<file path="config.mk">
export PLATFORM = sky130hd
export DESIGN_NAME = s_mem_arbiter
export DESIGN_NICKNAME = d
export VERILOG_FILES = /design/src/rtl/s_mem_arbiter.sv
export SDC_FILE = /design/constraint.sdc
export NUM_CORES = 1
export LEC_CHECK = 0
export BUFFER_PORTS_ARGS = -buffer_cell sky130_fd_sc_hd__buf_4
export CELL_PAD_IN_SITES_DETAIL_PLACEMENT = 0
export CELL_PAD_IN_SITES_GLOBAL_PLACEMENT = 2
export CORE_MARGIN = 1
export CORE_UTILIZATION = 23
export CTS_CLUSTER_DIAMETER = 40
export CTS_CLUSTER_SIZE = 28
export DETAILED_ROUTE_END_ITERATION = 10
export GPL_ROUTABILITY_DRIVEN = 0
export GPL_TIMING_DRIVEN = 0
export PLACE_DENSITY_LB_ADDON = 0.1
export SYNTH_ARGS = -nofsm -noshare
export SYNTH_HDL_FRONTEND = slang
export SYNTH_SLANG_ARGS = --single-unit
</file>
<file path="constraint.sdc">
create_clock -name clk -period 2.2 [get_ports clk]
set_clock_uncertainty 0.05 [all_clocks]
set_input_delay 0.22 -clock clk [delete_from_list [all_inputs] [get_ports clk]]
set_output_delay 0.22 -clock clk [all_outputs]
set_load 0.1 [all_outputs]
</file>
<file path="src/rtl/s_mem_arbiter.sv">
// s_mem_arbiter
//
// Arbiter and access sequencer for the shared 256x8 RC4 S-array RAM. Three task
// engines (0 = S-init, 1 = KSA swap, 2 = PRGA decrypt) compete for one
// single-port RAM. A requester holds the RAM for as long as its req stays high,
// so multi-cycle read-modify-write sequences such as the i/j swap are never
// interleaved with another engine's accesses.
//
// Optional build macro: S_ARB_FIXED_PRIO_EN
//   defined   -> fixed priority, lowest index wins (0 > 1 > 2)
//   undefined -> round-robin, searching upward from last_owner + 1
//
// Ports
//   clk, rst_n            clock, asynchronous active-low reset
//   req       [N_REQ]     per-requester lock request (level)
//   cmd_valid [N_REQ]     per-requester access strobe, one access per cycle
//   req_addr  [N_REQ*AW]  packed addresses, requester r at [r*AW +: AW]
//   req_wdata [N_REQ*DW]  packed write data
//   req_wren  [N_REQ]     1 = write, 0 = read
//   gnt       [N_REQ]     one-hot grant (registered)
//   owner     [2]         current owner index, valid while busy
//   busy                  high from grant through drain
//   mem_addr/mem_wdata/mem_wren   registered RAM bus
//   mem_q                 RAM read data
//   rd_data               mem_q passed through
//   rd_valid  [N_REQ]     one-hot read-return strobe to the owner
//
// RD_LAT (1..3) is the RAM latency from address sampled to mem_q valid.

module s_mem_arbiter #(
  parameter int unsigned N_REQ  = 3,
  parameter int unsigned AW     = 8,
  parameter int unsigned DW     = 8,
  parameter int unsigned RD_LAT = 1
) (
  input  logic                clk,
  input  logic                rst_n,
  input  logic [N_REQ-1:0]    req,
  input  logic [N_REQ-1:0]    cmd_valid,
  input  logic [N_REQ*AW-1:0] req_addr,
  input  logic [N_REQ*DW-1:0] req_wdata,
  input  logic [N_REQ-1:0]    req_wren,
  output logic [N_REQ-1:0]    gnt,
  output logic [1:0]          owner,
  output logic                busy,
  output logic [AW-1:0]       mem_addr,
  output logic [DW-1:0]       mem_wdata,
  output logic                mem_wren,
  input  logic [DW-1:0]       mem_q,
  output logic [DW-1:0]       rd_data,
  output logic [N_REQ-1:0]    rd_valid
);

  localparam logic [1:0] StIdle  = 2'd0;
  localparam logic [1:0] StOwn   = 2'd1;
  localparam logic [1:0] StDrain = 2'd2;

  // Read-tag pipe depth; rd_valid is one more register after the last stage so
  // the strobe lines up with mem_q one cycle after the RAM's output stage.
  localparam int PIPE_D = int'(RD_LAT) + 1;
  localparam int TAG_W  = PIPE_D * int'(N_REQ);

  localparam logic [N_REQ-1:0] ReqOne = {{(N_REQ-1){1'b0}}, 1'b1};

  logic [1:0]         state_q, state_d;
  logic [N_REQ-1:0]   gnt_q, gnt_d;
  logic [1:0]         owner_q, owner_d;
  logic               busy_q, busy_d;
  logic [1:0]         last_owner_q, last_owner_d;
  logic [AW-1:0]      mem_addr_q, mem_addr_d;
  logic [DW-1:0]      mem_wdata_q, mem_wdata_d;
  logic               mem_wren_q, mem_wren_d;
  logic [TAG_W-1:0]   tag_q, tag_d;
  logic [N_REQ-1:0]   rd_valid_q;

  logic [1:0]         pick;
  logic [N_REQ-1:0]   own_sel;
  logic               own_req;
  logic               own_cmd;
  logic               own_wren;
  logic [AW-1:0]      own_addr;
  logic [DW-1:0]      own_wdata;
  logic               push_rd;
  logic               pipe_empty;

  // ---------------------------------------------------------------------------
  // Winner selection (only consulted in StIdle)
  // ---------------------------------------------------------------------------
`ifdef S_ARB_FIXED_PRIO_EN
  always_comb begin
    pick = 2'd0;
    // Descending scan so the lowest requesting index is the last to assign.
    for (int i = int'(N_REQ) - 1; i >= 0; i--) begin
      if ((req & (ReqOne << i)) != '0) begin
        pick = 2'(i);
      end
    end
  end
`else
  always_comb begin
    logic        found;
    int unsigned idx;
    pick  = 2'd0;
    found = 1'b0;
    idx   = 0;
    // Search upward from last_owner + 1, wrapping, so the previous owner is
    // considered last.
    for (int unsigned k = 1; k <= N_REQ; k++) begin
      idx = (32'(last_owner_q) + k) % N_REQ;
      if (!found && ((req & (ReqOne << idx)) != '0)) begin
        pick  = 2'(idx);
        found = 1'b1;
      end
    end
  end
`endif

  // ---------------------------------------------------------------------------
  // Owner-side view of the request bus
  // ---------------------------------------------------------------------------
  assign own_sel  = ReqOne << owner_q;
  assign own_req  = (req & own_sel) != '0;
  assign own_cmd  = (cmd_valid & own_sel) != '0;
  assign own_wren = (req_wren & own_sel) != '0;

  always_comb begin
    own_addr  = '0;
    own_wdata = '0;
    for (int r = 0; r < int'(N_REQ); r++) begin
      if (owner_q == 2'(r)) begin
        own_addr  = AW'(req_addr >> (r * int'(AW)));
        own_wdata = DW'(req_wdata >> (r * int'(DW)));
      end
    end
  end

  assign pipe_empty = (tag_q == '0);

  // ---------------------------------------------------------------------------
  // Sequencer
  // ---------------------------------------------------------------------------
  always_comb begin
    state_d      = state_q;
    gnt_d        = gnt_q;
    owner_d      = owner_q;
    busy_d       = busy_q;
    last_owner_d = last_owner_q;
    mem_addr_d   = mem_addr_q;
    mem_wdata_d  = mem_wdata_q;
    mem_wren_d   = 1'b0;
    push_rd      = 1'b0;

    case (state_q)
      StIdle: begin
        if (req != '0) begin
          state_d = StOwn;
          owner_d = pick;
          gnt_d   = ReqOne << pick;
          busy_d  = 1'b1;
        end
      end
      StOwn: begin
        // Release takes precedence: a strobe in the release cycle is dropped.
        if (!own_req) begin
          state_d = StDrain;
        end else if (own_cmd) begin
          mem_addr_d  = own_addr;
          mem_wdata_d = own_wdata;
          mem_wren_d  = own_wren;
          push_rd     = !own_wren;
        end
      end
      StDrain: begin
        if (pipe_empty) begin
          state_d      = StIdle;
          gnt_d        = '0;
          busy_d       = 1'b0;
          last_owner_d = owner_q;
        end
      end
      default: begin
        state_d = StIdle;
        gnt_d   = '0;
        busy_d  = 1'b0;
      end
    endcase
  end

  // New tag enters at the bottom; the oldest leaves at the top into rd_valid.
  assign tag_d = {tag_q[TAG_W-int'(N_REQ)-1:0], (push_rd ? own_sel : {N_REQ{1'b0}})};

  always_ff @(posedge clk or negedge rst_n) begin
    if (!rst_n) begin
      state_q      <= StIdle;
      gnt_q        <= '0;
      owner_q      <= 2'd0;
      busy_q       <= 1'b0;
      last_owner_q <= 2'(N_REQ - 1);
      mem_addr_q   <= '0;
      mem_wdata_q  <= '0;
      mem_wren_q   <= 1'b0;
      tag_q        <= '0;
      rd_valid_q   <= '0;
    end else begin
      state_q      <= state_d;
      gnt_q        <= gnt_d;
      owner_q      <= owner_d;
      busy_q       <= busy_d;
      last_owner_q <= last_owner_d;
      mem_addr_q   <= mem_addr_d;
      mem_wdata_q  <= mem_wdata_d;
      mem_wren_q   <= mem_wren_d;
      tag_q        <= tag_d;
      rd_valid_q   <= tag_q[TAG_W-1 -: N_REQ];
    end
  end

  assign gnt       = gnt_q;
  assign owner     = owner_q;
  assign busy      = busy_q;
  assign mem_addr  = mem_addr_q;
  assign mem_wdata = mem_wdata_q;
  assign mem_wren  = mem_wren_q;
  assign rd_data   = mem_q;
  assign rd_valid  = rd_valid_q;

endmodule

</file>
==> Word level (Yosys, flattened, before mapping) <==
Cells that the tools add are included.
{ "word_totals": {"regBits": 36, "n_memories": 0, "mem_bits_ro": 0, "mem_bits_rw": 0, "out_inout_bits": 34, "latch_bits": 0, "input_bits": 67} }
{ "op_classes": {"reduce_logical": 20, "mul": 0, "add_sub_neg": 3, "eq_ne": 7, "shift": 5, "magnitude_cmp": 0, "n_bitwise": 7, "div": 3, "n_mux": 28} }
{ "op_table": {"columns": ["operator", "n"], "rows": [
  ["$mod A32 B2 Y32 const B", 3],
  ["$shl A1 B32 Y3 const A", 3],
  ["$mux W8", 6],
  ["$reduce_bool A3 Y1", 7],
  ["$and A3 B3 Y3", 6],
  ["$mux W2", 6],
  ["$mux W1", 10],
  ["$mux W3", 3],
  ["$pmux W3 S3", 1],
  ["$reduce_and A3 Y1", 3],
  ["$add A2 B2 Y3 const B", 2],
  ["$logic_not A6 Y1", 1],
  ["$ne A2 B2 Y1 const B", 3],
  ["$pmux W2 S3", 1],
  ["$shl A1 B2 Y3 const A", 2],
  ["$eq A2 B1 Y1 const B", 2],
  ["$eq A2 B2 Y1 const B", 2],
  ["$logic_not A2 Y1", 2],
  ["$reduce_and A2 Y1", 2],
  ["$add A2 B1 Y3 const B", 1],
  ["$logic_not A1 Y1", 3],
  ["$pmux W1 S3", 1],
  ["$logic_and A1 B1 Y1", 2],
  ["$not A1 Y1", 1]
]} }

==> Depth between registers and ports, before layout <==
{ "logic_depth": {"ltp_word": 15, "mapped_depth": 8, "mapped_depth_nobuf": 7} }

==> Worst setup path after synthesis <==
No wires, ideal clock.
{ "synth_path": {"path_kind": "register to register", "from": "register owner_q[1], in the netlist owner[1]", "to": "register mem_addr_q[0], in the netlist mem_addr[0]", "setup_time_ps": 128, "period_less_slack_ps": 2387, "t_arrival_ps": 2209, "required_ps": 2022, "stages_incl_launch_ff": 9, "path_buffers": 3, "setup_slack_ps": -187, "path_cell_list": "dfrtp_1 > buf_2 > nor2b_1 > buf_2 > nand2_1 > o21ai_1 > nand4_1 > buf_2 > mux2_1"} }
{ "synth_between": {"elab_chain_len": 4, "word_cells_on_any_way": 12, "cone_classes": "eq/ne: 2; shift: 1; mux: 3; bitwise: 2; reduce/logical: 4"} }
{ "synth_lines": {"columns": ["element", "line_no", "rtl"], "rows": [
  ["from (decl)", "67", "logic [1:0] owner_q, owner_d;"],
  ["from (signal assigned)", "207", "owner_q <= owner_d;"],
  ["$shl A1 B2 Y3 / $logic_not A2 Y1 (equally long branches)", "121, 130", null],
  ["$and A3 B3 Y3, or another cell as far along", "122", "assign own_req = (req & own_sel) != '0;"],
  ["$reduce_bool A3 Y1, or another cell as far along", "122", null],
  ["$reduce_and A3 Y1 (no line) / $mux W8 (equally long branches)", null, null],
  ["to (signal assigned)", "210", "mem_addr_q <= mem_addr_d;"],
  ["to (decl)", "70", "logic [AW-1:0] mem_addr_q, mem_addr_d;"]
]} }
Several ways; a longest one is shown, not always the timed one.
A chain may end at the register's enable or synchronous reset.

==> Final worst setup path <==
{ "layout_path": {"from": "register last_owner_q[1]", "to": "register gnt_q[2], in the netlist gnt[2]"} }
{ "layout_between": {"elab_chain_len": 15, "word_cells_on_any_way": 27, "cone_classes": "add/sub: 3; div: 3; shift: 4; mux: 7; bitwise: 3; reduce/logical: 7"} }
{ "layout_lines": {"columns": ["element", "line_no", "rtl"], "rows": [
  ["from (decl)", "69", "logic [1:0] last_owner_q, last_owner_d;"],
  ["from (signal assigned)", "198", "last_owner_q <= 2'(N_REQ - 1);"],
  ["from (signal assigned)", "209", "last_owner_q <= last_owner_d;"],
  ["$add A2 B1 Y3", "109", "idx = (32'(last_owner_q) + k) % N_REQ;"],
  ["$mod A32 B2 Y32", "109", null],
  ["$shl A1 B32 Y3", "110", "if (!found && ((req & (ReqOne << idx)) != '0)) begin"],
  ["$and A3 B3 Y3", "110", null],
  ["$reduce_bool A3 Y1", "110", null],
  ["$mux W1", "110", null],
  ["$logic_not A1 Y1", "110", null],
  ["$logic_and A1 B1 Y1", "110", null],
  ["$mux W1", "110", null],
  ["$logic_not A1 Y1", "110", null],
  ["$logic_and A1 B1 Y1", "110", null],
  ["$mux W2 *", "110", null],
  ["$shl A1 B2 Y3 *", "158", "gnt_d = ReqOne << pick;"],
  ["$mux W3 *", "155", "if (req != '0) begin"],
  ["$pmux W3 S3 *", "153", "case (state_q)"],
  ["to (signal assigned)", "206", "gnt_q <= gnt_d;"],
  ["to (decl)", "66", "logic [N_REQ-1:0] gnt_q, gnt_d;"]
]} }
Mark *: on every way between the ends. The rest lies on a longest branch, timed or not. The select of a mux whose other input is x is not followed.

==> out/qor.csv <==
metric,value,unit
"Cell Area, Synth",0.00195,mm2
mean area per synthesized cell,10.7,um2
setup TNS,-0.0853,ns
First-pass DRT Iterations,5,
Die Y,94.1,um
Worst Path Buf+Inv,1,
Int Pwr,2110,uW
final net count,356,
Switching Power,2640,uW
Peak Freq,445,MHz
Initial Util,0.238,
setup ws final,-0.0456,ns
latest clock arrival within the worst-skew pair,0.28,ns
Area after DPL,0.00276,mm2
Crit-path slowest cell,dfstp_2,
Worst path depth,7,
CP top delay family,simple AND/OR/NAND/NOR gates,
Final Hold Fails,0,
ant diodes,0,
RSZ-0062 raised after global routing,yes,
pwr dens,1610,mW/mm2
Unique masters post-synth,41,
first-pass GRT wire length,8.34,mm
violated checks,negative setup slack,
Worst-path clk slew,0.08,ns
Synth Warn #,0,
Crit Path Max Fanout,5,
share of cells above drive strength 1,0.458,
Root Driver,clkbuf_8,
crit path capture type,flip-flop,
Final setup viols,2,
Comb power frac,0.674,
number of remaining DRC errors,0,
status,finished with violations,
number of core rows,33,
Post-Synthesis Cells,183,
register area share after synthesis,0.462,
Ports,101,
grt met3 use,0.0332,
sequential share of power,0.225,
clock power share,0.102,
Max IR drop VDD,0.000848,V
Post-Place Setup Slack,-0.0874,ns
GRT Total Usage,0.124,
CORE AREA,0.00822,mm2
maxcap violations,0,
hold depth,2,
vias per cell,4.45,
largest net degree at the start of global routing,37,
Area Overhead vs Synth,50.8,%
buffers added on ports,90,
Max Buffers Root-to-Sink,2,
CTS Buf Count,5,
die area,0.00886,mm2
crit path launch type,flip-flop,
"EDFF count, synth",0,
Syn Nets,254,
WL/cell,13.9,um
Final HPWL DP,3.95,mm
Worst Reg-to-Reg Cells,7,
vias in the first global route,1666,
chip width,94.1,um
worst min path class,input pin to flip-flop,
Max-slew headroom,0.557,
CTS tree,done,
filler instances,847,
final period demand of the worst path,2.25,ns
Final Cycle Share,1.02,
FF+latch area,906,um2
Final ANT Viol Nets,0,
final count of pins violating max slew,0,
M2 GR Usage,0.194,
Post-synth ARST share,1.00,
Static Leak,0.00144,uW
Setup CP Type,flip-flop to flip-flop,
multi-input logic area,971,um2
initial antenna violation count,0,
CTS sink cnt,36,
routed vias,1741,
final WL,5.44,mm
Net Sw Frac,0.556,
max incr delay on CP,0.59,ns
H-tree Lvls,2,
CP Cell Sequence,"inv_2, ha_4, and2b_1, a32oi_2, or4b_4, and4_4, a32o_1",
Crit path arrival time,2.36,ns
Tightest Pin Transition,0.661,ns
post-route cell area,0.00294,mm2
post-synthesis register bit count,36,
CP required,2.32,ns
M1 GR Usage,0.171,
Post-synth top flop,dfrtp_1,
Initial DRC Count,29,
Overflow after GRT,0,
Top Usage Layer GRT,met2,
registers in the layout (all words and copies together) (netlist names):
signal        count
owner             2
rd_valid          3
mem_wren          1
last_owner_q      2
busy              1
tag_q             6
mem_wdata         8
mem_addr          8
state_q           2
gnt               3
cells in the final DEF (no fill, tap or decap), drive strengths merged, types with 2 or more instances in the layout:
cell type,synthesis,layout
buf,16,110
dfrtp,35,35
nand2,23,23
mux2i,19,19
mux2,18,18
o21ai,18,18
clkbuf,3,9
nor2,6,6
a21oi,4,4
ha,4,4
nand4,3,3
nor3b,3,3
a32o,3,3
inv,3,3
nor2b,2,2
nor4,2,2
clkinv,0,2
nor3,2,2
a32oi,2,2
cell usage after synthesis, types with 2 or more instances:
master | number | area share
nor2b_1 | 2 | 0.0064
a32oi_1 | 2 | 0.0090
buf_4 | 8 | 0.031
buf_1 | 2 | 0.0038
nand2_1 | 23 | 0.044
mux2_1 | 18 | 0.10
o21ai_1 | 2 | 0.0051
mux2i_1 | 19 | 0.097
nor4_1 | 2 | 0.0064
buf_2 | 5 | 0.013
ha_1 | 4 | 0.026
nor3b_1 | 3 | 0.012
o21ai_0 | 16 | 0.041
clkbuf_1 | 3 | 0.0058
nor2_1 | 5 | 0.0096
inv_1 | 3 | 0.0058
nand4_1 | 3 | 0.0096
a21oi_1 | 4 | 0.010
dfrtp_1 | 35 | 0.45
a32o_1 | 3 | 0.015
worst reg2reg max path, delay by kind of cell (launching register included):
kind | cells | cell delay (ns)
AO/OA/AOI/OAI | 2 | 0.32
adder cells (fa/ha/maj) | 1 | 0.18
buffers and inverters | 1 | 0.07
flip-flops | 1 | 0.59
AND/OR/NAND/NOR | 3 | 0.92
path summary, 6_finish.rpt:
check	startpoint	end	slack (ns)
setup / recovery	last_owner_q[1]	gnt[2]	-0.05
hold / removal	req_wren[2]	tag_q[2]	0.05
setup reg to reg	last_owner_q[1]	gnt[2]	-0.05
hold reg to reg	tag_q[1]	tag_q[4]	0.32
max in group asynchronous	rst_n	last_owner_q[0]	1.34
min in group asynchronous	rst_n	mem_wdata[6]	0.40
cell type report:
class / count / share of cell area
Clock buffer: 6 / 0.0281
Clock inverter: 2 / 0.00340
Sequential cell: 36 / 0.308
Tap cell: 105 / 0.0446
Timing Repair Buffer: 95 / 0.243
Inverter: 3 / 0.00383
Buffer: 19 / 0.0391
Multi-Input combinational cell: 125 / 0.330
cell families after synthesis:
| family | Yosys count | synth area share |
|---|---|---|
| fa+ha+maj | 4 | 0.0256 |
| compound gates | 35 | 0.115 |
| buf+inv | 22 | 0.0647 |
| simple gates | 49 | 0.131 |
| mux | 37 | 0.201 |
| flops | 36 | 0.462 |
power groups by stage:
stage	Combinational (uW)	Sequential (uW)	Clock, uW
global route	3410	1100	542
global placement	3110	1070	0
floorplan	1070	2360	0
detailed placement	3090	1070	0
finish	3200	1070	484
CTS	3190	1070	509
routing by layer:
metal	wire, um	share of wire
met5	0	0
met4	24	0.0044
met3	403	0.074
met2	2360	0.43
met1	2660	0.49
per-stage QoR:
| stage | hold slack, ns | util | cells | total power, uW |
|---|---|---|---|---|
| finish | 0.0502 | 0.358 | 391 | 4750 |
| global route | 0.0242 | 0.358 | 391 | 5050 |
| CTS | 0.0381 | 0.355 | 391 | 4770 |
| detailed placement | 0.166 | 0.336 | 378 | 4160 |
| global placement | 0.163 | 0.336 | 378 | 4170 |
| floorplan | -0.126 | - | 183 | 3430 |
timing repair:
action	4_1_cts	5_1_grt
setup endpoints to repair	2	5
gates resized for setup	5	4
endpoints found under the hold margin	35	0
setup buffers	4	0
hold buffers	1	0
Power figures use the tool's default switching activity.
